## src/rtl/spi_frame_loader_if.sv

```systemverilog
// Framebuffer write port driven by the SPI frame loader and consumed by the R/G/B RAMs.
interface spi_frame_loader_if #(
    parameter int N = 10
);
    logic         we;
    logic [N-1:0] wadr;
    logic         R_wd;
    logic         G_wd;
    logic         B_wd;

    modport master (output we, wadr, R_wd, G_wd, B_wd);
    modport slave  (input  we, wadr, R_wd, G_wd, B_wd);
endinterface

```

## src/rtl/spi_frame_loader.sv

```systemverilog
// SPI (mode 0, MSB first) command decoder that loads or clears the LED-matrix framebuffer.
module spi_frame_loader #(
    parameter int         N         = 10,
    parameter logic [7:0] CMD_LOAD  = 8'hA5,
    parameter logic [7:0] CMD_CLEAR = 8'hC3
) (
    input  logic               clk,
    input  logic               rst_n,
    input  logic               spi_sck,
    input  logic               spi_cs_n,
    input  logic               spi_mosi,
    spi_frame_loader_if.master fb,
    output logic               busy,
    output logic               frame_done,
    output logic               frame_err
);

    typedef enum logic [2:0] {
        S_IDLE,
        S_CMD,
        S_LOAD,
        S_PIX_A,
        S_PIX_B,
        S_DRAIN,
        S_CLEAR
    } state_e;

    localparam logic [N-1:0] ADR_LAST = '1;

    logic [2:0] sck_q;
    logic [2:0] cs_q;
    logic [1:0] mosi_q;
    logic       sck_rise;
    logic       cs_n_s;
    logic       cs_fall;
    logic       mosi_s;

    logic [2:0] bit_cnt_q;
    logic [7:0] shift_q;
    logic       byte_valid_q;

    state_e       state_q, state_d;
    logic [N-1:0] wadr_q, wadr_d;
    logic         we_q, we_d;
    logic [2:0]   rgb_q, rgb_d;
    logic [2:0]   pix_q, pix_d;
    logic         busy_q, busy_d;
    logic         done_q, done_d;
    logic         err_q, err_d;

    // Idle values of the pins (sck low, cs_n high) so reset never fakes an edge.
    always_ff @(posedge clk) begin
        // NOTE: every clocked assignment is non-blocking so all flops sample pre-edge values.
        if (!rst_n) begin
            sck_q  <= 3'b000;
            cs_q   <= 3'b111;
            mosi_q <= 2'b00;
        end else begin
            sck_q  <= {sck_q[1:0], spi_sck};
            cs_q   <= {cs_q[1:0], spi_cs_n};
            mosi_q <= {mosi_q[0], spi_mosi};
        end
    end

    assign sck_rise = sck_q[1] & ~sck_q[2];
    assign cs_n_s   = cs_q[1];
    assign cs_fall  = cs_q[2] & ~cs_q[1];
    assign mosi_s   = mosi_q[1];

    always_ff @(posedge clk) begin
        if (!rst_n) begin
            bit_cnt_q    <= 3'd0;
            shift_q      <= 8'h00;
            byte_valid_q <= 1'b0;
        end else begin
            byte_valid_q <= 1'b0;
            if (cs_n_s) begin
                bit_cnt_q <= 3'd0;
            end else if (sck_rise) begin
                shift_q      <= {shift_q[6:0], mosi_s};
                bit_cnt_q    <= bit_cnt_q + 3'd1;
                byte_valid_q <= (bit_cnt_q == 3'd7);
            end
        end
    end

    always_ff @(posedge clk) begin
        if (!rst_n) begin
            state_q <= S_IDLE;
            wadr_q  <= '0;
            we_q    <= 1'b0;
            rgb_q   <= 3'b000;
            pix_q   <= 3'b000;
            busy_q  <= 1'b0;
            done_q  <= 1'b0;
            err_q   <= 1'b0;
        end else begin
            state_q <= state_d;
            wadr_q  <= wadr_d;
            we_q    <= we_d;
            rgb_q   <= rgb_d;
            pix_q   <= pix_d;
            busy_q  <= busy_d;
            done_q  <= done_d;
            err_q   <= err_d;
        end
    end

    // Outputs are registered: the write for a state is prepared on the transition into it.
    always_comb begin
        // NOTE: defaults first so every path assigns every signal and no latch is inferred.
        state_d = state_q;
        wadr_d  = wadr_q;
        we_d    = 1'b0;
        rgb_d   = rgb_q;
        pix_d   = pix_q;
        done_d  = 1'b0;
        err_d   = 1'b0;

        case (state_q)
            S_IDLE: begin
                if (cs_fall) state_d = S_CMD;
            end
            S_CMD: begin
                if (byte_valid_q) begin
                    wadr_d = '0;
                    if (shift_q == CMD_LOAD) begin
                        state_d = S_LOAD;
                    end else if (shift_q == CMD_CLEAR) begin
                        state_d = S_CLEAR;
                        we_d    = 1'b1;
                        rgb_d   = 3'b000;
                    end else begin
                        state_d = S_DRAIN;
                        err_d   = 1'b1;
                    end
                end else if (cs_n_s) begin
                    state_d = S_IDLE;
                end
            end
            S_LOAD: begin
                // A byte completing together with cs_n rising still counts.
                if (byte_valid_q) begin
                    state_d = S_PIX_A;
                    we_d    = 1'b1;
                    rgb_d   = shift_q[6:4];
                    pix_d   = shift_q[2:0];
                end else if (cs_n_s) begin
                    state_d = S_IDLE;
                    err_d   = 1'b1;
                end
            end
            S_PIX_A: begin
                state_d = S_PIX_B;
                we_d    = 1'b1;
                wadr_d  = wadr_q + 1'b1;
                rgb_d   = pix_q;
            end
            S_PIX_B: begin
                if (wadr_q == ADR_LAST) begin
                    state_d = S_DRAIN;
                    done_d  = 1'b1;
                end else begin
                    state_d = S_LOAD;
                    wadr_d  = wadr_q + 1'b1;
                end
            end
            S_DRAIN: begin
                if (cs_n_s) state_d = S_IDLE;
            end
            S_CLEAR: begin
                if (wadr_q == ADR_LAST) begin
                    done_d  = 1'b1;
                    state_d = cs_n_s ? S_IDLE : S_DRAIN;
                end else begin
                    we_d   = 1'b1;
                    wadr_d = wadr_q + 1'b1;
                end
            end
            default: state_d = S_IDLE;
        endcase

        busy_d = (state_d == S_LOAD) || (state_d == S_PIX_A) ||
                 (state_d == S_PIX_B) || (state_d == S_CLEAR);
    end

    assign fb.we      = we_q;
    assign fb.wadr    = wadr_q;
    assign fb.R_wd    = rgb_q[2];
    assign fb.G_wd    = rgb_q[1];
    assign fb.B_wd    = rgb_q[0];
    assign busy       = busy_q;
    assign frame_done = done_q;
    assign frame_err  = err_q;

endmodule

```

## src/flat_wrapper.sv

```systemverilog
// flat-port wrapper written by rule: the top's interface ports become plain ports
module spi_frame_loader_flat 
#(
    parameter int         N         = 10,
    parameter logic [7:0] CMD_LOAD  = 8'hA5,
    parameter logic [7:0] CMD_CLEAR = 8'hC3
)
  (clk, rst_n, spi_sck, spi_cs_n, spi_mosi, busy, frame_done, frame_err, fb_we, fb_wadr, fb_R_wd, fb_G_wd, fb_B_wd);
  spi_frame_loader_if #(.N(N)) fb_i ();
  input  logic clk;
  input  logic rst_n;
  input  logic spi_sck;
  input  logic spi_cs_n;
  input  logic spi_mosi;
  output logic busy;
  output logic frame_done;
  output logic frame_err;
  output wire logic [$bits(fb_i.we)-1:0] fb_we;
  output wire logic [$bits(fb_i.wadr)-1:0] fb_wadr;
  output wire logic [$bits(fb_i.R_wd)-1:0] fb_R_wd;
  output wire logic [$bits(fb_i.G_wd)-1:0] fb_G_wd;
  output wire logic [$bits(fb_i.B_wd)-1:0] fb_B_wd;
  assign fb_we = fb_i.we;
  assign fb_wadr = fb_i.wadr;
  assign fb_R_wd = fb_i.R_wd;
  assign fb_G_wd = fb_i.G_wd;
  assign fb_B_wd = fb_i.B_wd;
  spi_frame_loader #(.N(N), .CMD_LOAD(CMD_LOAD), .CMD_CLEAR(CMD_CLEAR)) u_core (.clk(clk), .rst_n(rst_n), .spi_sck(spi_sck), .spi_cs_n(spi_cs_n), .spi_mosi(spi_mosi), .fb(fb_i), .busy(busy), .frame_done(frame_done), .frame_err(frame_err));
endmodule
```

## config.mk

```make
export PLATFORM = sky130hd
export DESIGN_NAME = spi_frame_loader_flat
export DESIGN_NICKNAME = d
export VERILOG_FILES = /design/src/rtl/spi_frame_loader_if.sv /design/src/rtl/spi_frame_loader.sv /design/src/flat_wrapper.sv
export SDC_FILE = /design/constraint.sdc
export NUM_CORES = 1
export LEC_CHECK = 0
export CAP_MARGIN = 10
export CORE_MARGIN = 2
export CORE_UTILIZATION = 55
export CTS_BUF_LIST = sky130_fd_sc_hd__clkbuf_8
export CTS_CLUSTER_DIAMETER = 50
export DETAILED_ROUTE_END_ITERATION = 7
export PLACE_DENSITY_LB_ADDON = 0.12
export SETUP_SLACK_MARGIN = 0.3
export SLEW_MARGIN = 40
export SYNTH_ARGS = -nofsm -noshare
export SYNTH_HDL_FRONTEND = slang
export SYNTH_SLANG_ARGS = --single-unit
```

## constraint.sdc

```tcl
create_clock -name clk -period 2 [get_ports clk]
set_input_delay 0.4 -clock clk [delete_from_list [all_inputs] [get_ports clk]]
set_output_delay 0.4 -clock clk [all_outputs]
set_load 0.1 [all_outputs]
```

==> metrics.txt, run 1 <==
status=complete, no violations; Setup TNS=0 ns; die height=64.88 um; sequential power share=53.3%; proportion of synthesized area in mux cells=8.042%; Post-Synth Adder-Cell Area=1.842%; initial drt markers=139; DRC=0; RePlAce Congestion=0.7978; TritonCTS Buffers=5; top_reg_cell synth=dfxtp_1; largest buffer count on any clock path=2; most numerous cell in the Yosys netlist=dfxtp_1; Avg Synthesized Cell Area=9.569 sq um; synth warn=0; largest family of logic cells by synthesized area=simple AND/OR/NAND/NOR gates; Clock power frac=43.9%; Rel. slew slack=72.90%; Detailed Routing Iterations Pass 1=4; unrepaired setup endpoints after global routing=yes; CTS clk-pin slew, worst paths=0.09 ns; count of cell types in the netlist=46; sequential fraction of the synthesis area=42.23%; Post-Synth XOR/XNOR Area=4.727%; Final Skew=0.01100 ns; minimum clock period=1.641 ns; Finished Core Util=67.83%; clk root buf=clkbuf_8; Worst R2R Setup Slack=0.36 ns; Switching Share=20.42%; Syn Nets=221; Leak=0.0009176 uW; worst hold path type=reg -> reg; slew at the pin closest to its max-slew limit=0.4065 ns; layout cells sized above 1=28.15%; Final Hold Violating Endpoints=0; H-tree Lvls=2; Mapped Cells=213; endpoint type of the worst setup path=flip-flop; die area=0.004209 sq mm; worst-path maximum fanout=5; most frequent cells after synthesis=43 x dfxtp_1, 21 x nor2_1, 16 x nand2_1; Worst Path Class, Setup=reg -> reg; global route total overflow=0; Max Freq=0.6096 GHz; final setup fails=0; Synth top area share=42.23%; first-pass GRT wire length=6.665 mm; post-route cell area=0.002446 sq mm; Hold Slack=0.4140 ns; DRT antenna net count=0; number of synthesized flops with an enable pin=0; post-synthesis instance area=0.002038 sq mm; placed cell area=0.002285 sq mm; Clock Sinks=43; GRT Util Overall=20.27%; Worst EP arrival=1.82 ns; Initial Util=56.52%; Yosys reg bits=43; initial antenna violation count=0; top post-synthesis cells by area=dfxtp_1 42%, mux2i_1 6.4%, xnor2_1 4.3%; CTS tree=built; max cap viols=0; Post-Synth Simple-Gate Area=23.39%; Internal=1278 uW; total number of vias=1550; Area Growth Syn to Fin=20.01%; Tcrit/Tclk final=82.03%; Rows=22; Peak VDD IR=0.0003968 V; Worst setup SP type=flip-flop; power per cell area=656.6 mW/mm^2; largest area contributor in the synthesized netlist=dfxtp_1; Design Power=1606 uW; hold buffers post-CTS=0; Async SR Flop Fraction=0%; largest net degree at the start of global routing=18; Nets=245; Gate power share=2.9%; vias in the first global route=1489; Via density=5.420; # diodes=0; final WL=3.965 mm; I/O pin count=22; Avg WL per Cell=13.86 um; Final Slew Violations=0; NetSw=327.9 uW; Clock Latency Late Sink=0.30 ns; post-DP HPWL=2.852 mm; Critical Path RT=2.18 ns; Synth Area in Compound Gates=15.22%; Horiz. Die Dim=64.88 um; core region area=0.003606 sq mm; I/O Buffers=21
## registers in the layout (all words and copies together) (netlist names), 2 cells and up
signal and count:
u_core.pix_q 3, u_core.cs_q 3, u_core.sck_q 3, u_core.fb.wadr 10, u_core.rgb_q 3, u_core.shift_q 8, u_core.state_q 3, u_core.mosi_q 2
u_core.bit_cnt_q 3
## power by group through the flow
stage          Clock, uW  Sequential (uW)  Combinational (uW)
6_report             705              855                46.2
2_1_floorplan          0              873                31.9
3_3_place_gp           0              877                44.4
5_1_grt              746              857                51.2
3_5_place_dp           0              877                46.0
4_1_cts              709              857                46.3
## layout by cell type, fill, tap and decap left out, types with 2 or more instances in the layout
master,count
a211oi_1,3
a211oi_2,3
a21boi_0,5
a21boi_1,2
a21o_1,2
a21oi_1,3
and2_1,6
and3_1,4
and4bb_2,3
buf_4,26
clkbuf_8,6
clkdlybuf4s50_1,4
dfxtp_1,31
dfxtp_2,2
dfxtp_4,10
ha_1,2
inv_1,3
inv_2,2
mux2_2,3
mux2i_1,13
nand2_1,16
nand2b_1,5
nand3_1,9
nand4_1,2
nor2_1,21
nor2b_1,12
nor3_1,2
o21ai_0,7
xnor2_1,10
## final timing paths
kind / cells after the start / endpoint / start
max: 8 / u_core.fb.wadr[9] / u_core.fb.wadr[0]
min: 1 / u_core.cs_q[1] / u_core.cs_q[0]
max reg2reg: 8 / u_core.fb.wadr[9] / u_core.fb.wadr[0]
min reg2reg: 1 / u_core.cs_q[1] / u_core.cs_q[0]
## stage by stage
| step | setup slack (ns) | instances |
|---|---|---|
| finish | 0.3595 | 286 |
| floorplan | 0.1767 | 213 |
| detailed placement | 0.1266 | 275 |
| global placement | 0.1954 | 275 |
| CTS | 0.3415 | 285 |
| global route | 0.2840 | 286 |
## cell families (layout without fill, tap and decap cells)
logic type / count (synthesis) / count (layout)
AOI/OAI and AO/OA: 37 / 37
xor gates and xnor gates: 11 / 11
muxes: 16 / 16
buffers and inverters: 18 / 43
and+or+nand+nor: 85 / 85
DFF: 43 / 43
adders and majority gates: 3 / 3
## worst max-delay path, cell delays in order (launching register included)
cell       delay, ns
dfxtp_4         0.38
ha_4            0.17
nand4_1         0.06
buf_4           0.15
o31ai_4         0.06
buf_4           0.17
a2111oi_4       0.31
xnor2_1         0.18
nor2_1          0.05
## layer usage
metal	vias up	wire length, um	GRT usage [%]
met3	6	164	4.688
met1	734	1800	24.32
met2	29	1959	36.21
met5	-	0	0
li1	781	-	-
met4	0	41	5.319
## final cells by class
type	count	area, sq um
fillers	288	1160
multi-input cells	152	1114
flip-flops and latches	43	900.9
repair buffers	30	235.2
clock buffers	6	82.58
well taps	48	60.06
clock inverters	2	35.03
inverters	5	18.77
## timing repair
action,CTS,global route
gates resized for setup,3,2
pin swaps,2,0
buffers inserted,2,1
hold endpoints to repair,0,0
endpoints found under the setup margin,14,12
(Power assumes the default switching activity.)
==> run 2: changes to the inputs <==
--- a/config.mk
+++ b/config.mk
@@ -7,7 +7,7 @@
 export LEC_CHECK = 0
 export CAP_MARGIN = 10
 export CORE_MARGIN = 2
-export CORE_UTILIZATION = 55
+export CORE_UTILIZATION = 52
 export CTS_BUF_LIST = sky130_fd_sc_hd__clkbuf_8
 export CTS_CLUSTER_DIAMETER = 50
 export DETAILED_ROUTE_END_ITERATION = 7
==> constraint.sdc (replaced) <==
create_clock -name clk -period 1.4 [get_ports clk]
set_input_delay 0.28 -clock clk [delete_from_list [all_inputs] [get_ports clk]]
set_output_delay 0.28 -clock clk [all_outputs]
set_load 0.1 [all_outputs]
==> run 2 against run 1 <==
  * The flow now finishes with violations (negative setup slack)
  * Utilization is 22 points higher
  * Register-to-register slack got worse by 0.67 ns
  * Sequential share of layout area fell by 9.2 points
  * Flip-flop and latch count unchanged
  * Global-route usage is 7.6 points higher
  * Power rose by 32%
  * Clock power grew 14%
  * Non-clock buffer count grew 56
  * Wire length rose by 74%
  * Via count up 29%
  * Critical path type unchanged
  * Worst hold slack improved by 0.030 ns
  * First-iteration DRC count grew 1.4%
==> metrics.txt, run 2 (synthesis results as in run 1) <==
H-tree Lvls=2; Max Freq=0.5841 GHz; Detailed Routing Iterations Pass 1=4; Worst R2R Setup Slack=-0.31 ns; power per cell area=631.8 mW/mm^2; total number of vias=2001; CTS clk-pin slew, worst paths=0.09 ns; slew at the pin closest to its max-slew limit=0.3916 ns; Rows=22; unrepaired setup endpoints after global routing=yes; Worst setup SP type=flip-flop; worst hold path type=reg -> reg; largest net degree at the start of global routing=18; largest buffer count on any clock path=2; max cap viols=0; Tcrit/Tclk final=122.3%; fill count=146; final WL=6.891 mm; core region area=0.003716 sq mm; RePlAce Congestion=0.7953; Leak=0.001285 uW; Switching Share=24.00%; Worst EP arrival=1.91 ns; Worst path top cell family by delay=compound AO/OA/AOI/OAI gates; worst setup margin=-0.3121 ns; Final Slew Violations=0; Critical Path RT=1.60 ns; GRT Util Overall=27.91%; most frequent cells in the layout=43 x buf_4, 20 x buf_6, 18 x nor2_1, 18 x buf_12, 18 x dfxtp_2; Crit. Startpoint=u_core.fb.wadr[1]; Final Skew=0.006645 ns; CP Cell Sequence=ha_4, nand4_1, o31ai_4, buf_6, a211oi_2, xnor2_1, nor2_1; layout cells sized above 1=57.82%; worst-path maximum fanout=5; final setup fails=21; Setup TNS=-4.091 ns; I/O Buffers=21; first-pass GRT wire length=9.170 mm; # diodes=0; Initial Util=54.85%; Peak VDD IR=0.0007408 V; Avg WL per Cell=20.15 um; Nets=301; TritonCTS Buffers=5; I/O pin count=22; commonest non-fill, non-tap cell in the layout=buf_4; clk root buf=clkbuf_8; NetSw=508.8 uW; Via density=5.851; status=complete, but fails checks; FF-to-FF Start=u_core.fb.wadr[1]; Clock Latency Late Sink=0.31 ns; DRC=0; die area=0.004436 sq mm; Finished Core Util=90.30%; Clock Sinks=43; Horiz. Die Dim=66.61 um; global route total overflow=0; Rel. slew slack=73.87%; CTS tree=built; post-DP HPWL=3.559 mm; FF/Latch Area=928.4 sq um; Final Hold Violating Endpoints=0; sequential power share=57.5%; vias in the first global route=1929; initial antenna violation count=0; crit-path max cell delay=0.40 ns; initial drt markers=141; multi-input gate area in the final layout=0.001299 sq mm; Slowest cell on crit path=o31ai_4; Internal=1611 uW; Gate power share=4.6%; minimum clock period=1.712 ns; Worst Path Class, Setup=reg -> reg; Area Growth Syn to Fin=64.64%; die height=66.61 um; critical path buffer and inverter count=1; Hold Path Origin=u_core.cs_q[0]; failing checks=negative setup slack; Clock power frac=37.9%; max FFs per register=10; endpoint type of the worst setup path=flip-flop; DRT antenna net count=0
[run 2: cell count changes in the layout (fill, tap and decap cells not counted), moves of 3 or more]
cell / change
nand2b_4: +3
nor2_1: -3
dfxtp_1: -18
dfxtp_2: +16
buf_4: +17
buf_6: +20
a21boi_2: +4
buf_12: +18
a21boi_0: -5
o21ai_1: +6
o21ai_0: -7
[run 2: what timing repair did]
item	4_1_cts	5_1_grt
setup buffers	12	9
resized for setup	58	30
pin swaps	16	18
endpoints found under the setup margin	49	49
hold buffers	0	0
endpoints found under the hold margin	0	0
[run 2: layout make-up]
type | instances | area share, %
multi-input cells | 152 | 38.70
repair buffers | 86 | 28.67
flip-flops and latches | 43 | 27.67
clock buffers | 5 | 2.051
well taps | 48 | 1.790
clock inverters | 3 | 0.5593
inverters | 5 | 0.5593
[run 2: power by group through the flow]
stage | combinational, uW | sequential (uW) | clock (uW)
global route | 103 | 1220 | 866
detailed placement | 82.2 | 1250 | 0
floorplan | 46.0 | 1250 | 0
finish | 97.5 | 1220 | 804
CTS | 87.7 | 1220 | 788
global placement | 79.8 | 1250 | 0
[run 2: metal layers]
metal  vias up  GRT usage, %  routed length [um]
li1        896             -                   -
met1       976         30.22                2631
met2        95         52.38                3550
met3        34         6.926                 363
met4         0         9.184                 346
met5         -             0                   0
[run 2: metrics by stage]
stage / total power (uW) / std cells / hold slack [ns] / setup WS, ns / instance area [sq um]
finish: 2120 / 342 / 0.4437 / -0.3121 / 3356
global route: 2188 / 342 / 0.4597 / -0.3824 / 3356
CTS: 2093 / 333 / 0.4273 / -0.1812 / 3169
detailed placement: 1333 / 313 / 0.4063 / -0.2496 / 2808
global placement: 1329 / 313 / 0.3969 / -0.1732 / 2808
floorplan: 1293 / 213 / 0.3815 / -0.4208 / 2102
[run 2: worst register-to-register path, stage by stage (launching register included)]
cell and delay [ns]:
dfxtp_4 0.37, ha_4 0.13, nand4_1 0.17, o31ai_4 0.40, buf_6 0.19, a211oi_2 0.07, xnor2_1 0.20, nor2_1 0.08
[run 2: final timing paths]
path / endpoint / cells past startpoint
setup / recovery: u_core.fb.wadr[6] / 7
hold / removal: u_core.cs_q[1] / 1
setup reg to reg: u_core.fb.wadr[6] / 7
hold reg to reg: u_core.cs_q[1] / 1
